`src/rtl/water_dispense_controller.sv`:
```
// Dispense controller: latches a requested volume, opens the valve and counts flow-meter
// pulses until it is delivered, with operator cancel and a no-flow timeout fault.
module water_dispense_controller #(
    parameter int unsigned AMOUNT_WIDTH   = 14,
    parameter int unsigned ML_PER_PULSE   = 1,
    parameter int unsigned TIMEOUT_CYCLES = 50_000_000,
    parameter int unsigned TIMEOUT_WIDTH  = 26
) (
    input  logic                    clock,
    input  logic                    reset,
    input  logic [AMOUNT_WIDTH-1:0] requested_amount,
    input  logic                    start,
    input  logic                    cancel,
    input  logic                    flow_pulse,
    output logic                    valve_open,
    output logic                    busy,
    output logic [AMOUNT_WIDTH-1:0] dispensed_amount,
    output logic [AMOUNT_WIDTH-1:0] remaining_amount,
    output logic                    done,
    output logic                    fault
);
    localparam int unsigned SUM_WIDTH = AMOUNT_WIDTH + 1;
    localparam logic [AMOUNT_WIDTH-1:0]  ML_STEP      = AMOUNT_WIDTH'(ML_PER_PULSE);
    localparam logic [SUM_WIDTH-1:0]     ML_STEP_WIDE = SUM_WIDTH'(ML_PER_PULSE);
    localparam logic [TIMEOUT_WIDTH-1:0] TIMEOUT_LAST = TIMEOUT_WIDTH'(TIMEOUT_CYCLES - 1);

    typedef enum logic [1:0] {
        S_IDLE  = 2'd0,
        S_OPEN  = 2'd1,
        S_DONE  = 2'd2,
        S_FAULT = 2'd3
    } state_t;

    state_t                   state;
    logic                     flow_sync1;
    logic                     flow_sync2;
    logic                     flow_prev;
    logic                     flow_event_c;
    logic [TIMEOUT_WIDTH-1:0] timeout_cnt;
    logic [SUM_WIDTH-1:0]     dispensed_sum_c;
    logic [AMOUNT_WIDTH-1:0]  dispensed_next_c;
    logic [AMOUNT_WIDTH-1:0]  remaining_next_c;
    logic                     last_pulse_c;

    // Meter pin is asynchronous: two-flop synchronizer plus one delay flop for edge detect
    always_ff @(posedge clock or negedge reset) begin
        if (!reset) begin
            flow_sync1 <= 1'b0;
            flow_sync2 <= 1'b0;
            flow_prev  <= 1'b0;
        end else begin
            flow_sync1 <= flow_pulse;
            flow_sync2 <= flow_sync1;
            flow_prev  <= flow_sync2;
        end
    end

    assign flow_event_c = flow_sync2 & ~flow_prev;

    // Per-pulse volume update: dispensed saturates high, remaining floors at zero
    always_comb begin
        dispensed_sum_c  = {1'b0, dispensed_amount} + ML_STEP_WIDE;
        dispensed_next_c = dispensed_sum_c[SUM_WIDTH-1] ? '1 : dispensed_sum_c[AMOUNT_WIDTH-1:0];
        last_pulse_c     = (remaining_amount <= ML_STEP);
        remaining_next_c = last_pulse_c ? '0 : (remaining_amount - ML_STEP);
    end

    always_ff @(posedge clock or negedge reset) begin
        if (!reset) begin
            state            <= S_IDLE;
            valve_open       <= 1'b0;
            busy             <= 1'b0;
            done             <= 1'b0;
            fault            <= 1'b0;
            dispensed_amount <= '0;
            remaining_amount <= '0;
            timeout_cnt      <= '0;
        end else begin
            done <= 1'b0;
            case (state)
                S_IDLE: begin
                    if (start && (requested_amount != '0)) begin
                        state            <= S_OPEN;
                        valve_open       <= 1'b1;
                        busy             <= 1'b1;
                        remaining_amount <= requested_amount;
                        dispensed_amount <= '0;
                        timeout_cnt      <= '0;
                    end
                end
                S_OPEN: begin
                    if (cancel) begin
                        state            <= S_IDLE;
                        valve_open       <= 1'b0;
                        busy             <= 1'b0;
                        remaining_amount <= '0;
                    end else if (flow_event_c) begin
                        dispensed_amount <= dispensed_next_c;
                        remaining_amount <= remaining_next_c;
                        timeout_cnt      <= '0;
                        if (last_pulse_c) begin
                            state      <= S_DONE;
                            valve_open <= 1'b0;
                            busy       <= 1'b0;
                            done       <= 1'b1;
                        end
                    end else if (timeout_cnt == TIMEOUT_LAST) begin
                        state      <= S_FAULT;
                        valve_open <= 1'b0;
                        busy       <= 1'b0;
                        fault      <= 1'b1;
                    end else begin
                        timeout_cnt <= timeout_cnt + TIMEOUT_WIDTH'(1);
                    end
                end
                S_DONE: begin
                    state <= S_IDLE;
                end
                S_FAULT: begin
                    if (cancel) begin
                        state            <= S_IDLE;
                        fault            <= 1'b0;
                        remaining_amount <= '0;
                    end
                end
                default: begin
                    state <= S_IDLE;
                end
            endcase
        end
    end

endmodule

```
`config.mk`:
```
export PLATFORM = sky130hd
export DESIGN_NAME = water_dispense_controller
export DESIGN_NICKNAME = d
export VERILOG_FILES = /design/src/rtl/water_dispense_controller.sv
export SDC_FILE = /design/constraint.sdc
export NUM_CORES = 1
export LEC_CHECK = 0
export BUFFER_PORTS_ARGS = -buffer_cell sky130_fd_sc_hd__buf_2
export CORE_MARGIN = 5
export CORE_UTILIZATION = 52
export DETAILED_ROUTE_END_ITERATION = 10
export PLACE_DENSITY = 0.75
export SLEW_MARGIN = 30
export SYNTH_ARGS = -nofsm -noshare
export SYNTH_HDL_FRONTEND = slang
export SYNTH_SLANG_ARGS = --single-unit
```
`constraint.sdc`:
```
create_clock -name clock -period 2.1 [get_ports clock]
set_input_delay 0 -clock clock [delete_from_list [all_inputs] [get_ports clock]]
set_output_delay 0 -clock clock [all_outputs]
set_load 0.01 [all_outputs]
```
==> run summary <==
outcome = finished, violations left
failing checks = hold timing, setup timing
first-pass GRT wire length = 16000 um
DP HPWL = 6770 um
vias = 3660
Antenna Cells = 0
final wirelength = 9790 um
Die Height = 92.9 um
min-delay src = requested_amount[1]
pin count of the biggest net entering global routing = 37
I/O Buffers = 50
Root Driver = clkbuf_8
Hold Vio Cnt, Final = 1
Mapped Nets = 424
Slew @ Worst Pin = 0.681 ns
Synth warnings = 0
Routed WL per cell = 16.6 um
TritonCTS Buffers = 9
CP max FO = 5
hold_ws = -0.00779 ns
die width = 92.9 um
Rows = 30
CTS clk-pin slew, worst paths = 0.07 ns
vias in the first global route = 3465
CP arrival = 2.36 ns
CTS Sinks = 62
Min-Delay Endpoint = remaining_amount[1]
Post-Syn Instances = 401
DR vias/cell = 6.20
First-pass DRT Iterations = 7
worst path required time = 2.33 ns
Top-Level Pins = 51
final setup vio count = 1
Seq/Total Area, Yosys = 43.5%
Mapped Avg Cell Area = 8.90 um^2
reg2reg setup slack = -0.03 ns
HP Class = in -> reg
total track usage = 23.0%
number of synthesized flops with an enable pin = 0
CTS tree = done
fraction of registers with async set/reset = 100%
crit path capture type = flop
RSZ-0062 raised after global routing = yes
Area Growth Syn to Fin = 29.4%
# Max-Cap Violations = 0
Synth Register Bits = 62
slew margin rel. = 54.6%
Final Skew = 0.00728 ns
layout cell share with drive strength beyond 1 = 30.6%
number of max-slew violations in the final report = 0
hold path cells = 3
power per cell area = 931 nW/um^2
Non-Filler Instances = 590
initial core utilization = 53.1%
Most used DFF post-synth = dfrtp_1
Final Core Density = 68.8%
leakage = 2.04 nW
Detailed Route Iter0 Violations = 220
worst vdd ir = 0.666 mV
grt ovf = 0
R2R cell count = 6
type of origin of the critical path = flop
reg2reg end = remaining_amount[7]
Setup WS post-layout = -0.0318 ns
clk buf depth = 2
drt drc = 0
gpl congestion = 0.851
Final Critical Period = 2.13 ns
library cells used by synthesis = 62
FMAX = 469 MHz
area of the core = 6720 um^2
H-tree levels = 3
Final Cycle Share = 102%
remaining antenna violation count after routing = 0
WS Path Type = reg -> reg
antenna violations before repair = 0
Die Area = 8620 um^2
synthesized area = 3570 um^2
# placed instances = 558
RR Startpoint = remaining_amount[5]
Clock Latency Late Sink = 0.34 ns
Nets = 528
==> logic make-up after synthesis <==
family | Yosys count | synth area share, %
AND/OR/NAND/NOR | 162 | 25.7
AO/OA/AOI/OAI | 135 | 24.3
flip-flops | 62 | 43.5
buffers and inverters | 33 | 3.89
XOR/XNOR | 4 | 0.982
adder cells (fa/ha/maj) | 4 | 1.40
multiplexers | 1 | 0.315
==> state kept, by name, indices dropped and copies added, names as in the netlist, 2 cells and up <==
name	cells
timeout_cnt	26
dispensed_amount	14
remaining_amount	14
state	2
==> cell type report <==
cell class              instances  area [um^2]
fillers                       512         2100
multi-input cells             307         1990
flip-flops and latches         62         1550
repair buffers                110          743
clock buffers                  11          131
well taps                      80          100
inverters                      15         56.3
clock inverters                 5         50.0
==> report_power, final <==
group          switching [mW]  internal (mW)
Sequential              0.145           1.36
Combinational           0.993          0.788
Clock                   0.474          0.541
==> Yosys cell counts, drive strengths merged, types with 2 or more instances <==
library cell / number / area share [%]
ha: 4 / 1.4
nand3b: 3 / 0.63
and3: 6 / 1.1
buf: 5 / 0.95
nand3: 20 / 2.8
inv: 14 / 1.5
a31oi: 3 / 0.53
or2: 4 / 0.70
a32oi: 4 / 0.98
o21ai: 45 / 6.3
or3: 15 / 2.7
o31ai: 7 / 1.5
o21a: 4 / 0.84
a22o: 13 / 3.2
and2: 2 / 0.35
a21oi: 31 / 4.3
nand2: 29 / 3.0
nor2b: 3 / 0.53
nand4: 14 / 2.5
nor4: 11 / 2.8
or4: 11 / 2.6
clkbuf: 13 / 1.4
o22ai: 5 / 0.88
dfrtp: 62 / 43
nor3: 11 / 1.7
xor2: 2 / 0.49
o2bb2ai: 5 / 1.2
nor2: 26 / 2.7
xnor2: 2 / 0.49
o211ai: 4 / 0.84
==> cells in the final DEF (no fill, tap or decap), drive strengths merged, types with 2 or more instances in the layout <==
| cell type | instances |
|---|---|
| buf | 104 |
| dfrtp | 62 |
| o21ai | 45 |
| a21oi | 31 |
| nand2 | 29 |
| nor2 | 26 |
| nand3 | 20 |
| or3 | 15 |
| inv | 14 |
| nand4 | 14 |
| a22o | 13 |
| nor3 | 11 |
| clkbuf | 11 |
| nor4 | 11 |
| or4 | 11 |
| o31ai | 7 |
| and3 | 6 |
| dlygate4sd3 | 6 |
| o22ai | 5 |
| o2bb2ai | 5 |
| clkinv | 5 |
| or2 | 5 |
| o211ai | 4 |
| o21a | 4 |
| ha | 4 |
| a32oi | 4 |
| nor2b | 3 |
| nand3b | 3 |
| a31oi | 3 |
| and2 | 2 |
| xor2 | 2 |
| xnor2 | 2 |
==> routing by layer <==
layer  wire length (um)  up-vias  GRT usage (%)  share of wire, %
li1                   -     1740              -                 -
met1               4190     1764           29.8                43
met2               4810      144           38.3                49
met3                645       12           5.04               6.6
met4                140        0           7.08               1.4
met5                  0        -              0                 0
==> stage by stage <==
step	setup TNS [ns]	cell area, um^2	setup WS (ns)	hold slack [ns]	total power, mW
6_report	-0.0318	4620	-0.0318	-0.00779	4.30
3_3_place_gp	-0.000490	4190	-0.000490	0.0548	3.06
4_1_cts	0	4510	0.00193	0.00911	4.15
5_1_grt	-0.678	4620	-0.0985	0.0139	4.54
2_1_floorplan	-0.476	3570	-0.0739	-0.296	2.39
3_5_place_dp	-0.222	4190	-0.0662	0.0615	3.09
==> worst max-delay path, stage by stage, from the launching register on <==
cell and delay [ns]:
dfrtp_1 0.38, or4_4 0.57, nor4_4 0.40, buf_4 0.20, or2_4 0.17, o2bb2ai_2 0.07
a22o_1 0.23
==> worst max path at each step <==
stage                               from                  end  slack [ns]  cells after the start
floorplan                 timeout_cnt[9]                 busy       -0.07                      6
global route         remaining_amount[5]  remaining_amount[7]        -0.1                      6
finish               remaining_amount[5]  remaining_amount[7]       -0.03                      6
CTS                 remaining_amount[11]  remaining_amount[1]       0.002                      6
detailed placement       timeout_cnt[10]             state[1]       -0.07                      6
global placement         timeout_cnt[10]             state[1]     -0.0005                      6
==> timing repair <==
item                                    4_1_cts  5_1_grt
pin swaps                                     3       11
hold buffers                                  6        0
gates cloned                                  0        1
buffers inserted                              8        3
resized for setup                             4       29
endpoints found under the setup margin       15       30
endpoints found under the hold margin        31        0
No activity file was read; power rests on OpenSTA's default activity.
